<file path="src/rtl/cpu_host_if.sv">
// Host-side helper for the CPU: debounces a push-button into `trigger` and
// streams every new `a0` value through a small show-ahead FIFO.
module cpu_host_if #(
    parameter int unsigned DATA_WIDTH      = 32,
    parameter int unsigned DEBOUNCE_CYCLES = 4,
    parameter int unsigned FIFO_DEPTH      = 4
) (
    input  logic                          clk,
    input  logic                          rst,
    input  logic                          btn_in,
    input  logic [DATA_WIDTH-1:0]         a0,
    output logic                          trigger,
    output logic [DATA_WIDTH-1:0]         out_data,
    output logic                          out_valid,
    input  logic                          out_ready,
    output logic [$clog2(FIFO_DEPTH):0]   fifo_count,
    output logic                          overflow,
    input  logic                          ovf_clr
);

    localparam int unsigned AW  = $clog2(FIFO_DEPTH);
    localparam int unsigned PW  = AW + 1;
    localparam int unsigned DBW = $clog2(DEBOUNCE_CYCLES + 1);

    typedef enum logic {
        ST_STABLE  = 1'b0,
        ST_PENDING = 1'b1
    } db_state_e;

    logic                  s1;
    logic                  s2;
    logic [DBW-1:0]        db_cnt;
    db_state_e             db_state;

    logic [DATA_WIDTH-1:0] a0_q;
    logic [DATA_WIDTH-1:0] mem [FIFO_DEPTH];
    logic [PW-1:0]         wr_ptr;
    logic [PW-1:0]         rd_ptr;
    logic [PW-1:0]         wr_ptr_nxt;
    logic [PW-1:0]         rd_ptr_nxt;

    logic                  push_req;
    logic                  full;
    logic                  pop;
    logic                  wr_en;
    logic                  drop;

    // Debouncer is pending whenever the synchronised level disagrees with trigger.
    always_comb begin
        db_state = (s2 != trigger) ? ST_PENDING : ST_STABLE;
    end

    always_ff @(posedge clk or negedge rst) begin
        if (!rst) begin
            s1      <= 1'b0;
            s2      <= 1'b0;
            db_cnt  <= '0;
            trigger <= 1'b0;
        end else begin
            s1 <= btn_in;
            s2 <= s1;
            case (db_state)
                ST_PENDING: begin
                    if (db_cnt == DBW'(DEBOUNCE_CYCLES - 1)) begin
                        trigger <= s2;
                        db_cnt  <= '0;
                    end else begin
                        db_cnt  <= db_cnt + DBW'(1);
                    end
                end
                default: db_cnt <= '0;
            endcase
        end
    end

    // A full FIFO still accepts a push when a pop frees a slot on the same edge.
    always_comb begin
        push_req   = (a0 != a0_q);
        full       = (wr_ptr[AW-1:0] == rd_ptr[AW-1:0]) && (wr_ptr[AW] != rd_ptr[AW]);
        pop        = out_valid && out_ready;
        wr_en      = push_req && (!full || pop);
        drop       = push_req && full && !pop;
        wr_ptr_nxt = wr_ptr + PW'(wr_en);
        rd_ptr_nxt = rd_ptr + PW'(pop);
    end

    always_ff @(posedge clk or negedge rst) begin
        if (!rst) begin
            a0_q       <= '0;
            wr_ptr     <= '0;
            rd_ptr     <= '0;
            fifo_count <= '0;
            out_valid  <= 1'b0;
            overflow   <= 1'b0;
        end else begin
            if (push_req) begin
                a0_q <= a0;
            end
            wr_ptr     <= wr_ptr_nxt;
            rd_ptr     <= rd_ptr_nxt;
            fifo_count <= wr_ptr_nxt - rd_ptr_nxt;
            out_valid  <= (wr_ptr_nxt != rd_ptr_nxt);
            if (drop) begin
                overflow <= 1'b1;
            end else if (ovf_clr) begin
                overflow <= 1'b0;
            end
        end
    end

    always_ff @(posedge clk) begin
        if (wr_en) begin
            mem[wr_ptr[AW-1:0]] <= a0;
        end
    end

    assign out_data = out_valid ? mem[rd_ptr[AW-1:0]] : '0;

endmodule
</file>
<file path="config.mk">
export PLATFORM = sky130hd
export DESIGN_NAME = cpu_host_if
export DESIGN_NICKNAME = d
export VERILOG_FILES = /design/src/rtl/cpu_host_if.sv
export SDC_FILE = /design/constraint.sdc
export NUM_CORES = 1
export LEC_CHECK = 0
export BUFFER_PORTS_ARGS = -buffer_cell sky130_fd_sc_hd__buf_2
export CELL_PAD_IN_SITES_DETAIL_PLACEMENT = 0
export CELL_PAD_IN_SITES_GLOBAL_PLACEMENT = 2
export CORE_UTILIZATION = 39
export CTS_CLUSTER_SIZE = 8
export DETAILED_ROUTE_END_ITERATION = 16
export PLACE_DENSITY_LB_ADDON = 0.1
export SETUP_SLACK_MARGIN = 0.1
export SYNTH_ARGS = -nofsm -noshare
export SYNTH_HDL_FRONTEND = slang
export SYNTH_SLANG_ARGS = --single-unit
export TNS_END_PERCENT = 20
</file>
<file path="constraint.sdc">
create_clock -name clk -period 3.6 [get_ports clk]
set_clock_uncertainty 0.1 [all_clocks]
set_input_delay 0.18 -clock clk [delete_from_list [all_inputs] [get_ports clk]]
set_output_delay 0.18 -clock clk [all_outputs]
set_load 0.005 [all_outputs]
</file>
After elaboration in Yosys (flattened, before gate mapping)

Memories as Yosys holds them, arrays and structs flattened.
Cells that the tools add are included.

ROM bits: 0
Latch bits: 0
Memories kept: 1
Output and inout bits: 38
RAM bits: 128
Flip-flop bits (word level): 49
Bits of input ports: 37

Shift-type cells: 0
Bitwise gates (word level): 0
Multiplexer cells: 8
Eq/ne operators: 6
Multiply operators: 0
Reduce and logical (&&, ||, !) cells: 10
Order comparisons: 0
$add $sub $neg: 4
Div/mod/pow operators: 0

Memory list:

| name | words | width | rd ports | clocked after memory_dff | write ports | RTL line | source |
|---|---|---|---|---|---|---|---|
| mem  | 4     | 32    | 1        | 0                        | 1           | 36       | `logic [DATA_WIDTH-1:0] mem [FIFO_DEPTH];` |

Operators by type and width:

| operator            | count |
|---|---|
| $mux 32             | 1 |
| $ne 32x32->1        | 1 |
| $add 3x1->3         | 2 |
| $mux 3              | 2 |
| $logic_and 1x1->1   | 5 |
| $mux 1              | 5 |
| $add 3x1->3 const B | 1 |
| $eq 3x2->1 const B  | 1 |
| $ne 3x3->1          | 1 |
| $sub 3x3->3         | 1 |
| $eq 2x2->1          | 1 |
| $logic_not 1->1     | 2 |
| $ne 1x1->1          | 2 |
| $reduce_and 2->1    | 1 |
| $reduce_bool 2->1   | 1 |
| $logic_or 1x1->1    | 1 |

Longest topological paths before layout

Gate-level depths: netlist of the first run.

Word-level depth: 7
Mapped depth: 10
Depth with buffers taken out: 10

Worst setup path after synthesis of the first run

Ideal clock, no wire load.

Path type: reg-to-reg
Start point: register rd_ptr[1]
End point: memory mem[2][0] (enable)
Setup slack: -0.261 ns
Required time: 3.032 ns
Data arrival time: 3.293 ns
Buffers on the path: 1
Setup time: 0.468 ns
Cell stages (with the launch flop): 6
Cells stage by stage: dfrtp_1 -> clkbuf_1 -> xor2_1 -> or4_4 -> o21ai_4 -> nor3b_1

Cells in the longest elaborated chain, start to end: 7

Ends and longest elaborated chain:

| item                         | RTL line | source |
|---|---|---|
| start: declaration           | 38       | `logic [PW-1:0] rd_ptr;` |
| start signal: assignment     | 100      | `rd_ptr <= rd_ptr_nxt;` |
| $eq 2x2->1                   | 79       | `full = (wr_ptr[AW-1:0] == rd_ptr[AW-1:0]) && (wr_ptr[AW] != rd_ptr[AW]);` |
| $logic_and 1x1->1            | 79       |  |
| $logic_not 1->1              | 81       | `wr_en = push_req && (!full \|\| pop);` |
| $logic_or 1x1->1             | 81       |  |
| $logic_and 1x1->1            | 81       |  |
| $mux 1                       | 112      | `if (wr_en) begin` |
| $mux 1 (not written as such) | 113      | `mem[wr_ptr[AW-1:0]] <= a0;` |
| end: declaration             | 36       |  |

No other way between the ends.

Worst setup path after layout of the first run

Start point: input a0[17]
End point: register fifo_count[2]

Cells in the longest elaborated chain, start to end: 4

Ends and longest elaborated chain:

| item                   | RTL line | source |
|---|---|---|
| start: declaration     | 11       | `input logic [DATA_WIDTH-1:0] a0,` |
| $ne 32x32->1           | 78       | `push_req = (a0 != a0_q);` |
| $logic_and 1x1->1      | 81       |  |
| $add 3x1->3            | 83       | `wr_ptr_nxt = wr_ptr + PW'(wr_en);` |
| net wr_ptr_nxt[1]      | 39       | `logic [PW-1:0] wr_ptr_nxt;` |
| $sub 3x3->3            | 101      | `fifo_count <= wr_ptr_nxt - rd_ptr_nxt;` |
| end signal: assignment | 101      |  |
| end: declaration       | 16       | `output logic [$clog2(FIFO_DEPTH):0] fifo_count,` |

The timed path passes the listed nets, and every way through them passes these cells.
A chain may end at the register's enable or synchronous reset.

==> impl_metrics.json, run 1 <==
{
  "status": "finished clean",
  "dp_cells": 630,
  "pre_cts_ws_ns": 0.4179,
  "critPathKind": "in -> reg",
  "antenna_found_initial": 0,
  "die_w_um": 134.5,
  "dp_hpwl_um": 7629,
  "cts_tree": "built",
  "htree_levels": 4,
  "p_int_w": 0.005200,
  "grt_pass1_wl_um": 20130,
  "ys_warn_count": 0,
  "grt_start_max_net_pins": 34,
  "cp-start-kind": "primary input",
  "crit_arrival_ns": 3.38,
  "seq_power_share": 0.429,
  "grt_pass1_vias": 3454,
  "fin_ws_ns": 0.4210,
  "start_util": 0.3972,
  "slew_violations": 0,
  "cts_buffer_depth": 2,
  "diodes": 0,
  "post-route-min-period_ns": 3.179,
  "cts_made_buffers": 17,
  "max_slew_margin": 0.2493,
  "crit_path_max_fanout": 6,
  "vias": 3313,
  "drc": 0,
  "synth_fp_nets": 410,
  "syn_avg_cell_area_um2": 18.76,
  "coreArea_um2": 17240,
  "max_stage_delay_ns": 0.53,
  "finalWirelength_um": 12680,
  "nets": 504,
  "irDropWorstVdd_v": 0.0005704,
  "ios": 75,
  "fin_util": 0.4843,
  "finalSetupTns_ns": 0,
  "die_area_um2": 18090,
  "yosysSeqAreaShare": 0.7405,
  "clock_sinks": 177,
  "clkTransAtPathRegs_ns": 0.06,
  "portBuffers": 74,
  "share_clk_of_total_power": 0.254,
  "combPwrFrac": 0.317,
  "cts-resized-gates": 0,
  "layout_common_cells": "128 x edfxtp_1, 74 x buf_2, 48 x dfrtp_1",
  "crit_slowest_cell": "dlygate4sd3_1",
  "max-cap-violations": 0,
  "tightest_slew_ns": 1.123,
  "netlist-cell-type-count": 24,
  "path_cells": "dlygate4sd3_1 > buf_2 > xor2_1 > nor4_1 > nand4_1 > o21ai_4 > inv_1 > ha_1 > ha_1 > inv_1 > fa_1 > xnor2_1",
  "finalPower_w": 0.007294,
  "cp_data_required_time_ns": 3.80,
  "final_common_cell": "edfxtp_1",
  "finalSetupViolations": 0,
  "total_leakage_power_nw": 3.138,
  "post_drt_wl_per_cell_um": 18.19,
  "firstDrtPassIters": 4,
  "clock_latency_ns": 0.42,
  "row_count": 48,
  "synthCells": 365,
  "p_sw_w": 0.002094,
  "root_buffer": "clkbuf_16",
  "ant_nets": 0,
  "drtIter0Drc": 145,
  "hold_violations": 0,
  "place.gp.congestion": 0.7161,
  "clock.fmax_mhz": 314.6,
  "dieHeight_um": 134.5,
  "r2r_slack_ns": 0.47,
  "track_usage": 0.1554,
  "min_period_over_period": 0.8831,
  "gr-total-overflow": 0,
  "fin_cells": 697,
  "min_path_type": "in -> reg",
  "synth_seq_cells": 177,
  "switching_share": 0.2871,
  "drive_gt1_frac": 0.3220,
  "syn-cell-area_um2": 6847,
  "power.density_nw_per_um2": 873.7,
  "rsz0062_at_grt": "no",
  "area_growth_syn_to_layout_pct": 21.93,
  "via_per_inst": 4.753,
  "end_kind": "flop"
}
area by class of cell:
| cell class | count | area, um2 |
|---|---|---|
| clock inverters | 10 | 132.6 |
| well taps | 225 | 281.5 |
| clock buffers | 22 | 464.2 |
| fillers | 1503 | 8889 |
| repair buffers | 118 | 788.3 |
| flip-flops and latches | 177 | 5071 |
| multi-input cells | 138 | 1584 |
| inverters | 7 | 26.28 |
path summary, 6_finish.rpt:
check / start / end / cells past startpoint
setup / recovery: a0[17] / fifo_count[2]$_DFF_PN0_ / 12
hold / removal: out_ready / rd_ptr[0]$_DFF_PN0_ / 3
setup reg to reg: a0_q[17]$_DFFE_PN0P_ / fifo_count[2]$_DFF_PN0_ / 10
hold reg to reg: s1$_DFF_PN0_ / s2$_DFF_PN0_ / 0
max in group asynchronous: rst / rd_ptr[0]$_DFF_PN0_ / 3
min in group asynchronous: rst / a0_q[22]$_DFFE_PN0P_ / 2
Yosys cell counts:
cell	count	area share
edfxtp_1	128	0.56
dfrtp_1	49	0.18
clkbuf_1	36	0.020
xor2_1	36	0.046
and2_1	33	0.030
mux4_2	32	0.11
nor4_1	8	0.0073
ha_1	7	0.013
inv_1	7	0.0038
buf_6	4	0.0066
nor3b_1	4	0.0044
xnor2_1	4	0.0051
buf_2	3	0.0022
nand4_1	2	0.0018
nor2_1	2	0.0011
nor3_1	2	0.0015
fa_1	1	0.0029
mux2_2	1	0.0016
nand2_1	1	0.00055
nand3_1	1	0.00073
nor2b_1	1	0.00091
o21ai_4	1	0.0024
o22ai_1	1	0.00091
or4_4	1	0.0016
sequential cells by signal (all words and copies together) (netlist names):
| signal | cells |
|---|---|
| mem | 128 |
| a0_q | 32 |
| db_cnt | 3 |
| fifo_count | 3 |
| rd_ptr | 3 |
| wr_ptr | 3 |
| out_valid | 1 |
| overflow | 1 |
| s1 | 1 |
| s2 | 1 |
| trigger | 1 |
power by group through the flow:
stage | Sequential, W | Clock, W | Combinational (W)
2_1_floorplan | 0.00316 | 0 | 0.00152
3_3_place_gp | 0.00315 | 0 | 0.00237
3_5_place_dp | 0.00318 | 0 | 0.00237
4_1_cts | 0.00314 | 0.00190 | 0.00241
5_1_grt | 0.00319 | 0.00198 | 0.00258
6_report | 0.00313 | 0.00186 | 0.00231
metrics by stage:
stage | hold slack [ns] | cell area [um2]
6_report | 0.07628 | 8348
3_5_place_dp | 0.08830 | 7401
5_1_grt | 0.08457 | 8348
2_1_floorplan | -0.2156 | 6852
3_3_place_gp | 0.08924 | 7401
4_1_cts | 0.06264 | 8348
logic make-up after synthesis:
family | Yosys count | synth area share
xor gates and xnor gates | 40 | 0.05117
AOI/OAI and AO/OA | 2 | 0.003291
DFF | 177 | 0.7405
muxes | 33 | 0.1069
buffers and inverters | 50 | 0.03235
adders and majority gates | 8 | 0.01572
and+or+nand+nor | 55 | 0.05007
routing by layer:
metal	up-vias	wire, um	global-route usage
met2	69	6178	0.2464
met5	-	0	0
met4	0	214	0.06180
met1	1701	5788	0.2090
li1	1526	-	-
met3	17	500	0.03529
repair_timing:
item,in CTS,in global routing
hold endpoints to repair,181,0
setup buffers,0,0
hold buffers,35,0
endpoints found under the setup margin,0,0
critical path, delay by kind of cell:
family          cells  cell delay [ns]
compound gates      1             0.36
buf+inv             4             0.85
xor+xnor            2             0.27
fa+ha+maj           3             0.94
simple gates        2             0.79
(Power assumes the default switching activity.)
==> inputs of run 2 (changes only) <==
Settings changed: CTS_BUF_LIST set to sky130_fd_sc_hd__clkbuf_16.
==> impl_metrics.json, run 2 (synthesis gave the netlist of run 1 again) <==
{
  "status": "finished clean",
  "clock_latency_ns": 0.42,
  "holdPathStages": 3,
  "crit_arrival_ns": 3.38,
  "crit_family": "adder cells",
  "finalSetupTns_ns": 0,
  "firstDrtPassIters": 4,
  "pre_cts_ws_ns": 0.4179,
  "worst-r2r-cell-count": 10,
  "drc": 0,
  "post_drt_wl_per_cell_um": 18.18,
  "regArea_um2": 5071,
  "path_cells": "dlygate4sd3_1 > buf_2 > xor2_1 > nor4_1 > nand4_1 > o21ai_4 > inv_1 > ha_1 > ha_1 > inv_1 > fa_1 > xnor2_1",
  "ios": 75,
  "htree_levels": 4,
  "rsz0062_at_grt": "no",
  "row_count": 48,
  "die_w_um": 134.5,
  "dp_hpwl_um": 7629,
  "min_path_type": "in -> reg",
  "via_per_inst": 4.750,
  "post-route-min-period_ns": 3.173,
  "min_period_over_period": 0.8815,
  "cts-resized-gates": 0,
  "finalSetupViolations": 0,
  "fin_ws_ns": 0.4268,
  "worst-path-buf-inv": 4,
  "cts_made_buffers": 17,
  "hold_ws_ns": 0.07550,
  "cp_data_required_time_ns": 3.80,
  "dieHeight_um": 134.5,
  "area_growth_syn_to_layout_pct": 21.64,
  "portBuffers": 74,
  "max-cap-violations": 0,
  "nFillCells": 1505,
  "hold_violations": 0,
  "total_leakage_power_nw": 3.139,
  "irDropWorstVdd_v": 0.0005703,
  "dpl_cell_area_um2": 7401,
  "cts_hold_buffers": 35,
  "diodes": 0,
  "antenna_found_initial": 0,
  "grt_start_max_net_pins": 34,
  "grt_pass1_vias": 3467,
  "tightest_slew_ns": 1.113,
  "clkTransAtPathRegs_ns": 0.06,
  "start_util": 0.3972,
  "grt_pass1_wl_um": 20120,
  "max_slew_margin": 0.2565,
  "layout_common_cells": "128 x edfxtp_1, 74 x buf_2, 48 x dfrtp_1",
  "cts_tree": "built",
  "die_area_um2": 18090,
  "clock_sinks": 177,
  "final_common_cell": "edfxtp_1",
  "finalPower_w": 0.007243,
  "place.gp.congestion": 0.7161,
  "cts_buffer_depth": 2,
  "slew_violations": 0,
  "clock.fmax_mhz": 315.1,
  "root_buffer": "clkbuf_16",
  "cp-start-kind": "primary input",
  "power.density_nw_per_um2": 869.7,
  "nets": 504,
  "drive_gt1_frac": 0.3178,
  "finalWirelength_um": 12670,
  "track_usage": 0.1554,
  "multi_input_area_um2": 1584,
  "end_kind": "flop",
  "crit_path_max_fanout": 6,
  "critPathKind": "in -> reg",
  "post_cts_buffers": 0,
  "crit_slowest_cell": "dlygate4sd3_1",
  "max_stage_delay_ns": 0.53,
  "ant_nets": 0,
  "fin_area_um2": 8328,
  "coreArea_um2": 17240,
  "largest_reg_flops": 128,
  "gr-total-overflow": 0,
  "crit_cells": 12,
  "drtIter0Drc": 147,
  "vias": 3311
}
==> run 2: cell count changes in the layout (fill, tap and decap cells not counted) <==
cell,previous run,this run
clkbuf_1,3,0
inv_1,7,10
clkbuf_8,2,0
clkinv_1,0,2
==> run 2: final timing paths <==
path                                            from                 endpoint  slack (ns)
worst max register to register  a0_q[17]$_DFFE_PN0P_  fifo_count[2]$_DFF_PN0_        0.48
min in group asynchronous                        rst     a0_q[22]$_DFFE_PN0P_        0.17
worst min register to register          s1$_DFF_PN0_             s2$_DFF_PN0_        0.25
max in group asynchronous                        rst      rd_ptr[0]$_DFF_PN0_        2.41
worst max-delay path                          a0[17]  fifo_count[2]$_DFF_PN0_        0.43
worst min-delay path                       out_ready      rd_ptr[0]$_DFF_PN0_        0.08
==> run 2: per-layer routing <==
layer	vias up	part of all wire	GRT usage	wire, um
met5	-	0	0	0
met3	17	0.036	0.03529	460
met1	1703	0.46	0.2083	5793
met2	68	0.49	0.2473	6203
li1	1523	-	-	-
met4	0	0.017	0.06180	214
==> run 2: per-stage QoR <==
step / instances / utilization
3_3_place_gp: 630 / 0.4294
5_1_grt: 697 / 0.4832
6_report: 697 / 0.4832
4_1_cts: 697 / 0.4832
2_1_floorplan: 365 / -
3_5_place_dp: 630 / 0.4294
==> run 2: worst min-delay path: stages <==
cell,delay [ns]
buf_2,0.07
and2_1,0.14
ha_1,0.16
==> run 2: where the power goes <==
part | switching [W] | internal (W) | total, W
clock | 0.000731 | 0.00108 | 0.00181
combinational | 0.00120 | 0.00111 | 0.00231
sequential | 0.000162 | 0.00296 | 0.00313
==> run 2: area by class of cell <==
type                    instances  area share
repair buffers                118     0.09465
flip-flops and latches        177      0.6089
multi-input cells             138      0.1902
clock buffers                  17     0.05108
clock inverters                15     0.01818
inverters                       7    0.003155
well taps                     225     0.03380
==> inputs of run 3 (changes only) <==
Settings changed: BUFFER_PORTS_ARGS -buffer_cell sky130_fd_sc_hd__buf_2 to not set, CORE_UTILIZATION 39 to 43, DONT_BUFFER_PORTS set to 1, TNS_END_PERCENT 20 to not set.
==> impl_metrics.json, run 3 (synthesis gave the netlist of run 1 again) <==
{
  "cts_buffer_depth": 2,
  "vias": 3077,
  "portBuffers": 0,
  "cp-start-kind": "flop",
  "min_path_type": "in -> async",
  "final_common_cell": "edfxtp_1",
  "hold_violations": 0,
  "via_per_inst": 5.053,
  "rsz0062_at_grt": "no",
  "antenna_found_initial": 0,
  "finalWirelength_um": 13160,
  "place.gp.congestion": 0.7013,
  "gr-total-overflow": 0,
  "start_util": 0.4454,
  "combPwrFrac": 0.299,
  "crit_path_max_fanout": 5,
  "cp_data_required_time_ns": 3.81,
  "fin_util": 0.5170,
  "max_slew_margin": 0.4327,
  "cts_tree": "built",
  "clkTransAtPathRegs_ns": 0.07,
  "grt_start_max_net_pins": 50,
  "cts_made_buffers": 17,
  "use_met1": 0.2277,
  "grtUsageMet2": 0.2868,
  "layout_common_cells": "128 x edfxtp_1, 48 x dfrtp_1, 36 x xor2_1, 36 x dlygate4sd3_1, 33 x and2_1",
  "root_buffer": "clkbuf_16",
  "clock_latency_ns": 0.43,
  "max_stage_delay_ns": 0.51,
  "firstDrtPassIters": 4,
  "r2r_slack_ns": 0.40,
  "switching_share": 0.3062,
  "drtIter0Drc": 223,
  "share_clk_of_total_power": 0.243,
  "drive_gt1_frac": 0.2010,
  "max-cap-violations": 0,
  "irDropWorstVdd_v": 0.0004114,
  "finalSetupTns_ns": 0,
  "nets": 430,
  "ant_nets": 0,
  "seq_power_share": 0.457,
  "row_count": 45,
  "crit_family": "adder cells",
  "dp_hpwl_um": 7270,
  "worst-r2r-cell-count": 10,
  "crit_slowest_cell": "nor4_1",
  "clock.fmax_mhz": 312.5,
  "grt_pass1_wl_um": 20180,
  "crit_arrival_ns": 3.41,
  "met3_usage": 0.05384,
  "path_cells": "xor2_1 > nor4_1 > nand4_1 > o21ai_4 > inv_1 > ha_1 > ha_1 > inv_1 > fa_1 > xnor2_1",
  "slew_violations": 0,
  "drc": 0,
  "min_period_over_period": 0.8889,
  "diodes": 0,
  "p_int_w": 0.004766,
  "tightest_slew_ns": 0.8500,
  "grt_busiest_layer": "met2",
  "coreArea_um2": 15370,
  "clock_sinks": 177,
  "status": "finished clean",
  "largest_reg_flops": 128,
  "post_drt_wl_per_cell_um": 21.61,
  "die_area_um2": 16430,
  "finalPower_w": 0.006870,
  "worst-path-buf-inv": 2,
  "die_w_um": 128.2,
  "track_usage": 0.1779,
  "p_sw_w": 0.002104,
  "htree_levels": 4,
  "ios": 75,
  "total_leakage_power_nw": 2.832,
  "area_growth_syn_to_layout_pct": 16.06,
  "power.density_nw_per_um2": 864.5,
  "end_kind": "flop",
  "grt_pass1_vias": 3345,
  "finalSetupViolations": 0,
  "post-route-min-period_ns": 3.200,
  "crit_cells": 10,
  "dieHeight_um": 128.2,
  "critPathKind": "reg -> reg"
}
[run 3: area by class of cell]
type / instances / area, um2
clock inverters: 15 / 110.1
multi-input cells: 138 / 1597
flip-flops and latches: 177 / 5071
well taps: 211 / 264.0
inverters: 7 / 26.28
repair buffers: 44 / 452.9
fillers: 1237 / 7425
clock buffers: 17 / 425.4
[run 3: final timing paths]
kind | endpoint | from
min in group clk | s1$_DFF_PN0_ | btn_in
worst min-delay path | a0_q[2]$_DFFE_PN0P_ | rst
worst max register to register | fifo_count[2]$_DFF_PN0_ | a0_q[5]$_DFFE_PN0P_
worst min register to register | s2$_DFF_PN0_ | s1$_DFF_PN0_
worst max-delay path | fifo_count[2]$_DFF_PN0_ | a0_q[5]$_DFFE_PN0P_
max in group asynchronous | a0_q[31]$_DFFE_PN0P_ | rst
[run 3: worst register-to-register path, delay by kind of cell, from the launching register on]
kind	cells	cell delay, ns
compound gates	1	0.37
flops	1	0.37
buf+inv	2	0.15
simple gates	2	0.82
fa+ha+maj	3	0.94
xor+xnor	2	0.32
[run 3: power by group through the flow]
| stage | logic [W] | registers [W] | clock network (W) |
|---|---|---|---|
| final | 0.00206 | 0.00314 | 0.00167 |
| after global routing | 0.00228 | 0.00320 | 0.00178 |
| after CTS | 0.00213 | 0.00315 | 0.00171 |
| after detailed placement | 0.00205 | 0.00319 | 0 |
| after global placement | 0.00206 | 0.00317 | 0 |
| after floorplan | 0.00153 | 0.00315 | 0 |
[run 3: metrics by stage]
| stage | worst slack (ns) | hold WS (ns) | area [um2] | instances |
|---|---|---|---|---|
| after floorplan | 0.8034 | -0.2156 | 6862 | 365 |
| after global placement | 0.3916 | -0.2143 | 7023 | 540 |
| final | 0.4001 | 0.1413 | 7946 | 609 |
| after detailed placement | 0.3897 | -0.2143 | 7023 | 540 |
| after CTS | 0.3637 | 0.1440 | 7946 | 609 |
| after global routing | 0.1745 | 0.1637 | 7946 | 609 |
[run 3: repair_timing]
| item | in CTS | in global routing |
|---|---|---|
| gates resized for setup | 0 | 0 |
| buffers inserted | 0 | 0 |
| endpoints found under the hold margin | 212 | 0 |
| hold buffers | 37 | 0 |
[run 3: per-layer routing]
layer / wire length, um / vias to the layer above
li1: - / 1383
met1: 5802 / 1618
met2: 6637 / 65
met3: 581 / 11
met4: 141 / 0
met5: 0 / -
